**src/rtl/regfile_wb_arbiter.sv**
```systemverilog
// Register-file writeback arbiter: ALU/MEM/TRAP share a single registered write port.
// A busy scoreboard (COUNT+1 slots; slot COUNT is the supervisor ssp alias) tracks
// destinations with a writeback still outstanding.
// Optional feature: define WB_ARB_RR_EN for ALU/MEM round-robin. Without it, the
// priority is fixed at TRAP > MEM > ALU.
module regfile_wb_arbiter #(
  parameter int unsigned WIDTH  = 64,
  parameter int unsigned COUNT  = 16,
  parameter int unsigned COUNTP = 4,
  parameter int unsigned SPREG  = 15
) (
  input  logic                  clk,
  input  logic                  rst_n,
  input  logic                  wb_stall,
  input  logic [2:0]            req_valid,
  output logic [2:0]            req_ready,
  input  logic [3*COUNTP-1:0]   req_addr,
  input  logic [3*WIDTH-1:0]    req_data,
  input  logic [2:0]            req_sup,
  output logic                  rf_write_en,
  output logic [COUNTP-1:0]     rf_write_addr,
  output logic [WIDTH-1:0]      rf_write_data,
  output logic                  rf_write_sup,
  input  logic                  alloc_valid,
  input  logic [COUNTP-1:0]     alloc_addr,
  input  logic                  alloc_sup,
  input  logic                  chk_sup,
  input  logic [COUNTP-1:0]     chk1_addr,
  input  logic [COUNTP-1:0]     chk2_addr,
  output logic                  chk1_busy,
  output logic                  chk2_busy,
  output logic                  alloc_err
);

  localparam int unsigned SlotW = $clog2(COUNT + 1);
  typedef logic [SlotW-1:0] slot_t;

  // Map an architectural register to its scoreboard slot; supervisor SPREG is the extra slot.
  function automatic slot_t slot_of(input logic [COUNTP-1:0] addr, input logic sup);
    if (sup && (addr == COUNTP'(SPREG))) return slot_t'(COUNT);
    return slot_t'(addr);
  endfunction

  logic                wr_en_q, wr_en_d;
  logic [COUNTP-1:0]   wr_addr_q, wr_addr_d;
  logic [WIDTH-1:0]    wr_data_q, wr_data_d;
  logic                wr_sup_q, wr_sup_d;
  logic [COUNT:0]      busy_q, busy_d;
  logic                alloc_err_q, alloc_err_d;

  logic                xfer;
  logic [COUNTP-1:0]   win_addr;
  logic [WIDTH-1:0]    win_data;
  logic                win_sup;
  slot_t               clr_slot, alloc_slot;

`ifdef WB_ARB_RR_EN
  // 1 = MEM won the last ALU/MEM transfer, so ALU goes first on the next contention.
  logic rr_mem_last_q, rr_mem_last_d;
`endif

  // Grant: stall blocks everything, TRAP always wins, then ALU/MEM by policy.
  always_comb begin
    req_ready = 3'b000;
    if (!wb_stall) begin
      if (req_valid[2]) begin
        req_ready = 3'b100;
      end else if (req_valid[0] && req_valid[1]) begin
`ifdef WB_ARB_RR_EN
        req_ready = rr_mem_last_q ? 3'b001 : 3'b010;
`else
        req_ready = 3'b010;
`endif
      end else if (req_valid[1]) begin
        req_ready = 3'b010;
      end else if (req_valid[0]) begin
        req_ready = 3'b001;
      end
    end
  end

  // Select the winning source's payload.
  always_comb begin
    win_addr = '0;
    win_data = '0;
    win_sup  = 1'b0;
    unique case (req_ready)
      3'b001: begin
        win_addr = req_addr[0*COUNTP +: COUNTP];
        win_data = req_data[0*WIDTH +: WIDTH];
        win_sup  = req_sup[0];
      end
      3'b010: begin
        win_addr = req_addr[1*COUNTP +: COUNTP];
        win_data = req_data[1*WIDTH +: WIDTH];
        win_sup  = req_sup[1];
      end
      3'b100: begin
        win_addr = req_addr[2*COUNTP +: COUNTP];
        win_data = req_data[2*WIDTH +: WIDTH];
        win_sup  = req_sup[2];
      end
      default: ;
    endcase
  end

  assign xfer       = |req_ready;
  assign clr_slot   = slot_of(win_addr, win_sup);
  assign alloc_slot = slot_of(alloc_addr, alloc_sup);

  // Next state: write port, scoreboard (set beats clear) and alloc error pulse.
  always_comb begin
    wr_en_d   = xfer;
    wr_addr_d = xfer ? win_addr : wr_addr_q;
    wr_data_d = xfer ? win_data : wr_data_q;
    wr_sup_d  = xfer ? win_sup  : wr_sup_q;

    busy_d = busy_q;
    if (xfer)        busy_d[clr_slot]   = 1'b0;
    if (alloc_valid) busy_d[alloc_slot] = 1'b1;

    alloc_err_d = alloc_valid && busy_q[alloc_slot] && !(xfer && (clr_slot == alloc_slot));
  end

`ifdef WB_ARB_RR_EN
  // Pointer moves only on an ALU/MEM transfer; TRAP grants leave it alone.
  always_comb begin
    rr_mem_last_d = rr_mem_last_q;
    if (req_ready[0])      rr_mem_last_d = 1'b0;
    else if (req_ready[1]) rr_mem_last_d = 1'b1;
  end
`endif

  // State registers; async reset discards any in-flight write.
  always_ff @(posedge clk or negedge rst_n) begin
    if (!rst_n) begin
      wr_en_q       <= 1'b0;
      wr_addr_q     <= '0;
      wr_data_q     <= '0;
      wr_sup_q      <= 1'b0;
      busy_q        <= '0;
      alloc_err_q   <= 1'b0;
`ifdef WB_ARB_RR_EN
      rr_mem_last_q <= 1'b1;
`endif
    end else begin
      wr_en_q       <= wr_en_d;
      wr_addr_q     <= wr_addr_d;
      wr_data_q     <= wr_data_d;
      wr_sup_q      <= wr_sup_d;
      busy_q        <= busy_d;
      alloc_err_q   <= alloc_err_d;
`ifdef WB_ARB_RR_EN
      rr_mem_last_q <= rr_mem_last_d;
`endif
    end
  end

  assign rf_write_en   = wr_en_q;
  assign rf_write_addr = wr_addr_q;
  assign rf_write_data = wr_data_q;
  assign rf_write_sup  = wr_sup_q;
  assign alloc_err     = alloc_err_q;
  assign chk1_busy     = busy_q[slot_of(chk1_addr, chk_sup)];
  assign chk2_busy     = busy_q[slot_of(chk2_addr, chk_sup)];

endmodule

```
**config.mk**
```make
export PLATFORM = sky130hd
export DESIGN_NAME = regfile_wb_arbiter
export DESIGN_NICKNAME = d
export VERILOG_FILES = /design/src/rtl/regfile_wb_arbiter.sv
export SDC_FILE = /design/constraint.sdc
export NUM_CORES = 1
export LEC_CHECK = 0
export ABC_AREA = 1
export BUFFER_PORTS_ARGS = -buffer_cell sky130_fd_sc_hd__buf_4
export CAP_MARGIN = 20
export CELL_PAD_IN_SITES_DETAIL_PLACEMENT = 1
export CELL_PAD_IN_SITES_GLOBAL_PLACEMENT = 2
export CORE_MARGIN = 8
export CORE_UTILIZATION = 22
export CTS_CLUSTER_SIZE = 12
export DETAILED_ROUTE_END_ITERATION = 8
export PLACE_DENSITY = 0.88
export REMOVE_ABC_BUFFERS = 1
export SETUP_SLACK_MARGIN = 0.02
export SYNTH_ARGS = -nofsm -noshare
export SYNTH_HDL_FRONTEND = slang
export SYNTH_SLANG_ARGS = --single-unit
```
**constraint.sdc**
```tcl
create_clock -name clk -period 1.6 [get_ports clk]
set_clock_uncertainty 0.15 [all_clocks]
set_input_delay 0.16 -clock clk [delete_from_list [all_inputs] [get_ports clk]]
set_output_delay 0.16 -clock clk [all_outputs]
set_load 0.1 [all_outputs]
```
==> impl_results.md, run 1 <==
- Mux share of post-synthesis cell area: 0%
- R2r setup slk: 0.13 ns
- FF-to-FF Start: busy_q[9]$_DFF_PN0_
- Family with the most delay on the worst path: flip-flops
- # fillers: 2748
- CTS tree: yes
- Initial antenna violation count: 14
- Slew headroom: 69.0%
- Finish-stage setup viols: 2
- Worst path max stage delay: 0.38 ns
- Die height: 168 um
- Top cells by area, synth: dfrtp_1 (44%), nand2_1 (23%), nand4_1 (8.2%)
- Slew @ Worst Pin: 0.463 ns
- # IOs: 304
- Die area: 28100 um^2
- Mapped Area: 5050 um^2
- FF/Latch Area: 2200 um^2
- Share of cells above drive strength 1: 34.6%
- Crit path top cell by count: nand3_1
- H-tree levels: 3
- P per Cell Area: 977 nW/um^2
- DRC errors left: 0
- Fin nets: 1489
- Cell count after synthesis: 713
- Worst Path Class, Setup: flip-flop to primary output
- Starting Density: 22.4%
- Comb power frac: 48.7%
- Root Buffer: clkbuf_16
- Final period util: 120%
- Yosys top cell area share: 43.6%
- Min Hold Slack: 0.0561 ns
- Leading cell type in the layout, fill and taps excluded: buf_4
- Leak Pwr: 5.13 nW
- Starting DRT DRC Count: 418
- Sequential share of the synthesized area: 43.6%
- Netlist cell types: 28
- HPWL Detailed: 20800 um
- Layout Cells excl Fill: 1565
- Xor/xnor share of the synthesized area: 0%
- TritonRoute pass-1 iters: 5
- Final hold violation count: 0
- WP data arrival: 1.61 ns
- # port buffers: 303
- Failing checks: negative setup slack
- CP Launch Point: busy_q[13]$_DFF_PN0_
- Number of stages on the worst setup path: 9
- RSZ-0062 raised after global routing: true
- Synth Register Bits: 88
- Post-synthesis adder-cell area fraction: 0%
- Core area: 22600 um^2
- Max Cap Viol: 0
- Max clock buf depth: 2
- Final ANT Viol Nets: 0
- Crit path buffers/inverters: 3
- TritonCTS Sinks: 88
- Clock-pin slew on the worst setup and hold paths: 0.08 ns
- Global-route wire length before repair: 51700 um
- Worst setup EP type: primary output
- VDD IR max: 0.000494 V
- Outcome: complete, but fails checks
- Critical-path cell with the highest stage delay: dfrtp_1
- Total gr overflow: 0
- Worst setup SP type: flip-flop
- Vias in the first global route: 8775
- Switching power: 0.00477 W
- Min-delay worst type: input port to flip-flop
- Worst Setup EP: chk1_busy
- Tot GR Track Use: 23.6%
- GP Congestion: 0.852
- Detailed Route WL: 34200 um
- Final worst-path setup slack: -0.321 ns
- Area delta synth->final: 109%
- Pint: 0.00557 W
- CP max FO: 3
- Synth Area in Simple Gates: 43.1%
- Reg power frac: 28.2%
- Final number of max-transition violations: 0
- Largest family of logic cells by synthesized area: simple AND/OR/NAND/NOR gates
- Placed cells: 1336
- Clock share of power: 23.1%
- Chip Width: 168 um
- Post-synthesis compound-gate area fraction: 6.74%
- Reg-to-Reg End: alloc_err$_DFF_PN0_
- Row count: 55
- Worst skew pair latency: 0.35 ns
- Post-Syn Area per Cell: 7.09 um^2
- Sequence of cells on the critical path: inv_1, a21oi_1, o21ai_0, nand3_1, nand3_1, nand3_1, nand2_1, inv_2, buf_12
- Drt wl/cell: 21.8 um
- Fmax: 521 MHz
- Largest net degree at the start of global routing: 49
- Final min period: 1.92 ns
- Worst EP required: 1.29 ns
- Synth warn: 0
- Area of the multi-input gates: 2550 um^2
- Total CTS buffers: 9
- Via count: 7635
- Dpl ws: -0.371 ns
- DR vias/cell: 4.88
- Dominant cell type by area after synthesis: dfrtp_1
- Switching portion of total power: 46.2%
- Most frequent cells in the layout: buf_4 (359), nand2_1 (313), dlygate4sd3_1 (196)
- FF-to-FF path depth: 12
[repair_timing]
action	in CTS	in global routing
endpoints found under the setup margin	3	6
pin swaps	4	7
setup buffers	2	1
hold buffers	196	0
gates resized for setup	25	13
endpoints found under the hold margin	154	0
[cells in the mapped netlist, drive strengths merged]
cell type  instances
a21oi             13
buf               12
clkbuf            21
dfrtp             88
inv               47
nand2            325
nand3             60
nand4             66
nor2              28
nor3               1
o2111ai            1
o211ai             1
o21a               1
o21ai             46
o21bai             1
o22ai              1
o31ai              1
[layer usage]
metal / part of all wire, % / up-vias / wire length, um / GRT usage (%)
li1: - / 3451 / - / -
met1: 36 / 3723 / 12400 / 25.0
met2: 51 / 345 / 17300 / 41.4
met3: 6.8 / 114 / 2310 / 6.54
met4: 6.2 / 2 / 2110 / 13.9
met5: 0.032 / - / 11 / 0
[tightest hold or removal path: cells and delay by family]
kind,cells,cell delay [ns]
buffers and inverters,2,0.22
AND/OR/NAND/NOR,2,0.15
[per-stage QoR]
step           util [%]  instance area [um^2]  setup TNS, ns  power [W]
6_report           46.9                 10600         -0.582     0.0103
5_1_grt            46.9                 10600         -0.847     0.0107
4_1_cts            46.5                 10500         -0.555     0.0102
3_5_place_dp       36.1                  8160          -3.90    0.00732
3_3_place_gp       36.1                  8160          -1.72    0.00727
2_1_floorplan         -                  4900         -85.02    0.00563
[area by class of cell]
cell class	count	area share [%]
Antenna cell	14	0.331
Clock buffer	9	2.13
Multi-Input combinational cell	545	24.1
Inverter	47	1.74
Tap cell	285	3.37
Clock inverter	7	0.958
Sequential cell	88	20.8
Timing Repair Buffer	570	46.5
[cell families after synthesis]
kind of cell | Yosys count
and+or+nand+nor | 480
DFF | 88
buffers and inverters | 80
AOI/OAI and AO/OA | 65
[power groups by stage]
stage | sequential [W] | combinational (W) | clock (W)
after global routing | 0.00295 | 0.00523 | 0.00253
after detailed placement | 0.00290 | 0.00442 | 0
final | 0.00292 | 0.00504 | 0.00239
after CTS | 0.00287 | 0.00488 | 0.00245
after global placement | 0.00289 | 0.00439 | 0
after floorplan | 0.00485 | 0.000783 | 0
[state kept, by name, indices dropped and copies added, names as in the netlist]
| name | count |
|---|---|
| busy_q | 17 |
| alloc_err | 1 |
| rf_write_en | 1 |
| rf_write_data | 64 |
| rf_write_sup | 1 |
| rf_write_addr | 4 |
[worst min-delay path by stage]
stage                     startpoint                             to  cells after the start
after detailed placement       rst_n  rf_write_data[11]$_DFFE_PN0N_                      2
after global placement         rst_n  rf_write_data[41]$_DFFE_PN0N_                      2
after global routing      req_sup[0]       rf_write_sup$_DFFE_PN0N_                      4
after CTS                 req_sup[0]       rf_write_sup$_DFFE_PN0N_                      4
after floorplan                rst_n            alloc_err$_DFF_PN0_                      0
final                     req_sup[0]       rf_write_sup$_DFFE_PN0N_                      4
Power figures use the tool's default switching activity.
==> inputs of run 2 (changes only) <==
Settings changed: SKIP_CTS_REPAIR_TIMING from default to 1.
==> run 2 against run 1 <==
  * The flow still finishes with violations (negative setup slack)
  * Global-route usage is 5.8 points lower
  * Register-to-register slack better by 0.07 ns
  * Power is 0.67% lower
  * Combinational power is 0.8% lower
  * Count of clock-buffer cells in the layout stayed put
  * Setup slack better by 0.033 ns
  * Routed wire length is 1.9% lower
  * Via count is 0.79% lower
  * Core utilization is 0.19 points lower
  * Largest power group unchanged
==> impl_results.md, run 2 (synthesis gave the netlist of run 1 again) <==
- Worst setup EP type: primary output (unchanged)
- GP Congestion: 0.852 (unchanged)
- FF-to-FF path depth: 11 (was 12)
- Worst Path Class, Setup: flip-flop to primary output (unchanged)
- Root Buffer: clkbuf_16 (unchanged)
- Fin area: 10500 um^2 (was 10600 um^2)
- Final min period: 1.89 ns (was 1.92 ns)
- Starting Density: 22.4% (unchanged)
- Leading cell type in the layout, fill and taps excluded: buf_4 (unchanged)
- Tot GR Track Use: 17.8% (was 23.6%)
- CP max FO: 2 (was 3)
- Min-delay worst type: input port to flip-flop (unchanged)
- Worst skew pair latency: 0.34 ns (was 0.35 ns)
- Area delta synth->final: 109% (about the same)
- Row count: 55 (unchanged)
- Die height: 168 um (unchanged)
- Worst EP required: 1.29 ns (about the same)
- Detailed Route WL: 33500 um (was 34200 um)
- R2r setup slk: 0.20 ns (was 0.13 ns)
- Die area: 28100 um^2 (unchanged)
- Share of cells above drive strength 1: 34.4% (was 34.6%)
- DR vias/cell: 4.87 (was 4.88)
- Min Hold Slack: 0.0136 ns (was 0.0561 ns)
- Vias in the first global route: 6986 (was 8775)
- Fmax: 530 MHz (was 521 MHz)
- Placed cells: 1336 (unchanged)
- Clock-pin slew on the worst setup and hold paths: 0.07 ns (was 0.08 ns)
- TritonCTS Sinks: 88 (unchanged)
- Finish-stage setup viols: 2 (unchanged)
- Most frequent cells in the layout: buf_4 (358), nand2_1 (314), dlygate4sd3_1 (195) (was buf_4 (359), nand2_1 (313), dlygate4sd3_1 (196))
- FF-to-FF Start: busy_q[9]$_DFF_PN0_ (unchanged)
- Largest net degree at the start of global routing: 49 (unchanged)
- Core area: 22600 um^2 (unchanged)
- Dpl ws: -0.371 ns (unchanged)
- Max clock buf depth: 2 (unchanged)
- Final worst-path setup slack: -0.288 ns (was -0.321 ns)
- Hold path start: alloc_valid (was req_sup[0])
- # port buffers: 303 (unchanged)
- RSZ-0062 raised after global routing: true (unchanged)
- Outcome: complete, but fails checks (unchanged)
- Area of the multi-input gates: 2550 um^2 (unchanged)
- Leak Pwr: 5.11 nW (was 5.13 nW)
- Total CTS buffers: 9 (unchanged)
- Max Cap Viol: 0 (unchanged)
- # fillers: 2696 (was 2748)
- CTS tree: yes (unchanged)
- HPWL Detailed: 20800 um (unchanged)
- Starting DRT DRC Count: 371 (was 418)
- H-tree levels: 3 (unchanged)
- Worst Setup EP: chk1_busy (unchanged)
- Initial antenna violation count: 9 (was 14)
- Final number of max-transition violations: 0 (unchanged)
- Final hold violation count: 0 (unchanged)
- Worst setup SP type: flip-flop (unchanged)
- Final period util: 118% (was 120%)
- Max reg flops: 64 (unchanged)
- VDD IR max: 0.000470 V (was 0.000494 V)
- Layout Cells excl Fill: 1556 (was 1565)
- Fin nets: 1486 (was 1489)
- Final ANT Viol Nets: 0 (unchanged)
- Via count: 7575 (was 7635)
- Reg-to-Reg End: alloc_err$_DFF_PN0_ (unchanged)
- Slew headroom: 68.8% (was 69.0%)
- FF/Latch Area: 2200 um^2 (about the same)
- Failing checks: negative setup slack (unchanged)
- Slew @ Worst Pin: 0.466 ns (was 0.463 ns)
- Chip Width: 168 um (unchanged)
- Post-DP Area: 8160 um^2 (unchanged)
- CP Launch Point: busy_q[10]$_DFF_PN0_ (was busy_q[13]$_DFF_PN0_)
- TritonRoute pass-1 iters: 5 (unchanged)
- Global-route wire length before repair: 39400 um (was 51700 um)
- DRC errors left: 0 (unchanged)
- Drt wl/cell: 21.5 um (was 21.8 um)
- # IOs: 304 (unchanged)
- Total gr overflow: 0 (unchanged)
- P per Cell Area: 975 nW/um^2 (was 977 nW/um^2)
- WP data arrival: 1.58 ns (was 1.61 ns)
-- run 2: routing by layer --
metal	track usage (%)	up-vias	routed length [um]
li1	-	3438	-
met1	18.8	3673	12100
met2	31.3	343	17100
met3	7.67	117	2350
met4	6.29	4	2010
met5	0	-	27
-- run 2: worst min-delay path by stage --
stage | endpoint | cells after the start
2_1_floorplan | alloc_err$_DFF_PN0_ | 0
3_3_place_gp | rf_write_data[41]$_DFFE_PN0N_ | 2
3_5_place_dp | rf_write_data[11]$_DFFE_PN0N_ | 2
4_1_cts | rf_write_data[29]$_DFFE_PN0N_ | 2
5_1_grt | busy_q[15]$_DFF_PN0_ | 3
6_report | busy_q[0]$_DFF_PN0_ | 3
-- run 2: power breakdown --
group          switching, W  internal [W]
Combinational       0.00343       0.00157
Sequential         0.000308       0.00260
Clock              0.000976       0.00139
Total               0.00472       0.00556
-- run 2: area by class of cell --
class | instances | share of cell area, %
Antenna cell | 8 | 0.190
Clock inverter | 7 | 0.962
Timing Repair Buffer | 567 | 46.4
Sequential cell | 88 | 20.9
Multi-Input combinational cell | 545 | 24.2
Clock buffer | 9 | 2.14
Inverter | 47 | 1.75
Tap cell | 285 | 3.38
-- run 2: worst max-delay path, stage by stage (launching register included) --
cell	delay, ns
dfrtp_1	0.37
inv_1	0.09
a21oi_1	0.14
o21ai_0	0.09
nand3_1	0.07
nand3_1	0.07
nand3_1	0.09
nand2_1	0.06
inv_2	0.06
buf_12	0.16
-- run 2: metrics by stage --
stage | setup TNS, ns | power (W) | utilization (%)
global placement | -1.72 | 0.00727 | 36.1
global route | -0.791 | 0.0107 | 46.7
detailed placement | -3.90 | 0.00732 | 36.1
CTS | -0.824 | 0.00974 | 37.6
finish | -0.566 | 0.0103 | 46.7
floorplan | -85.02 | 0.00563 | -
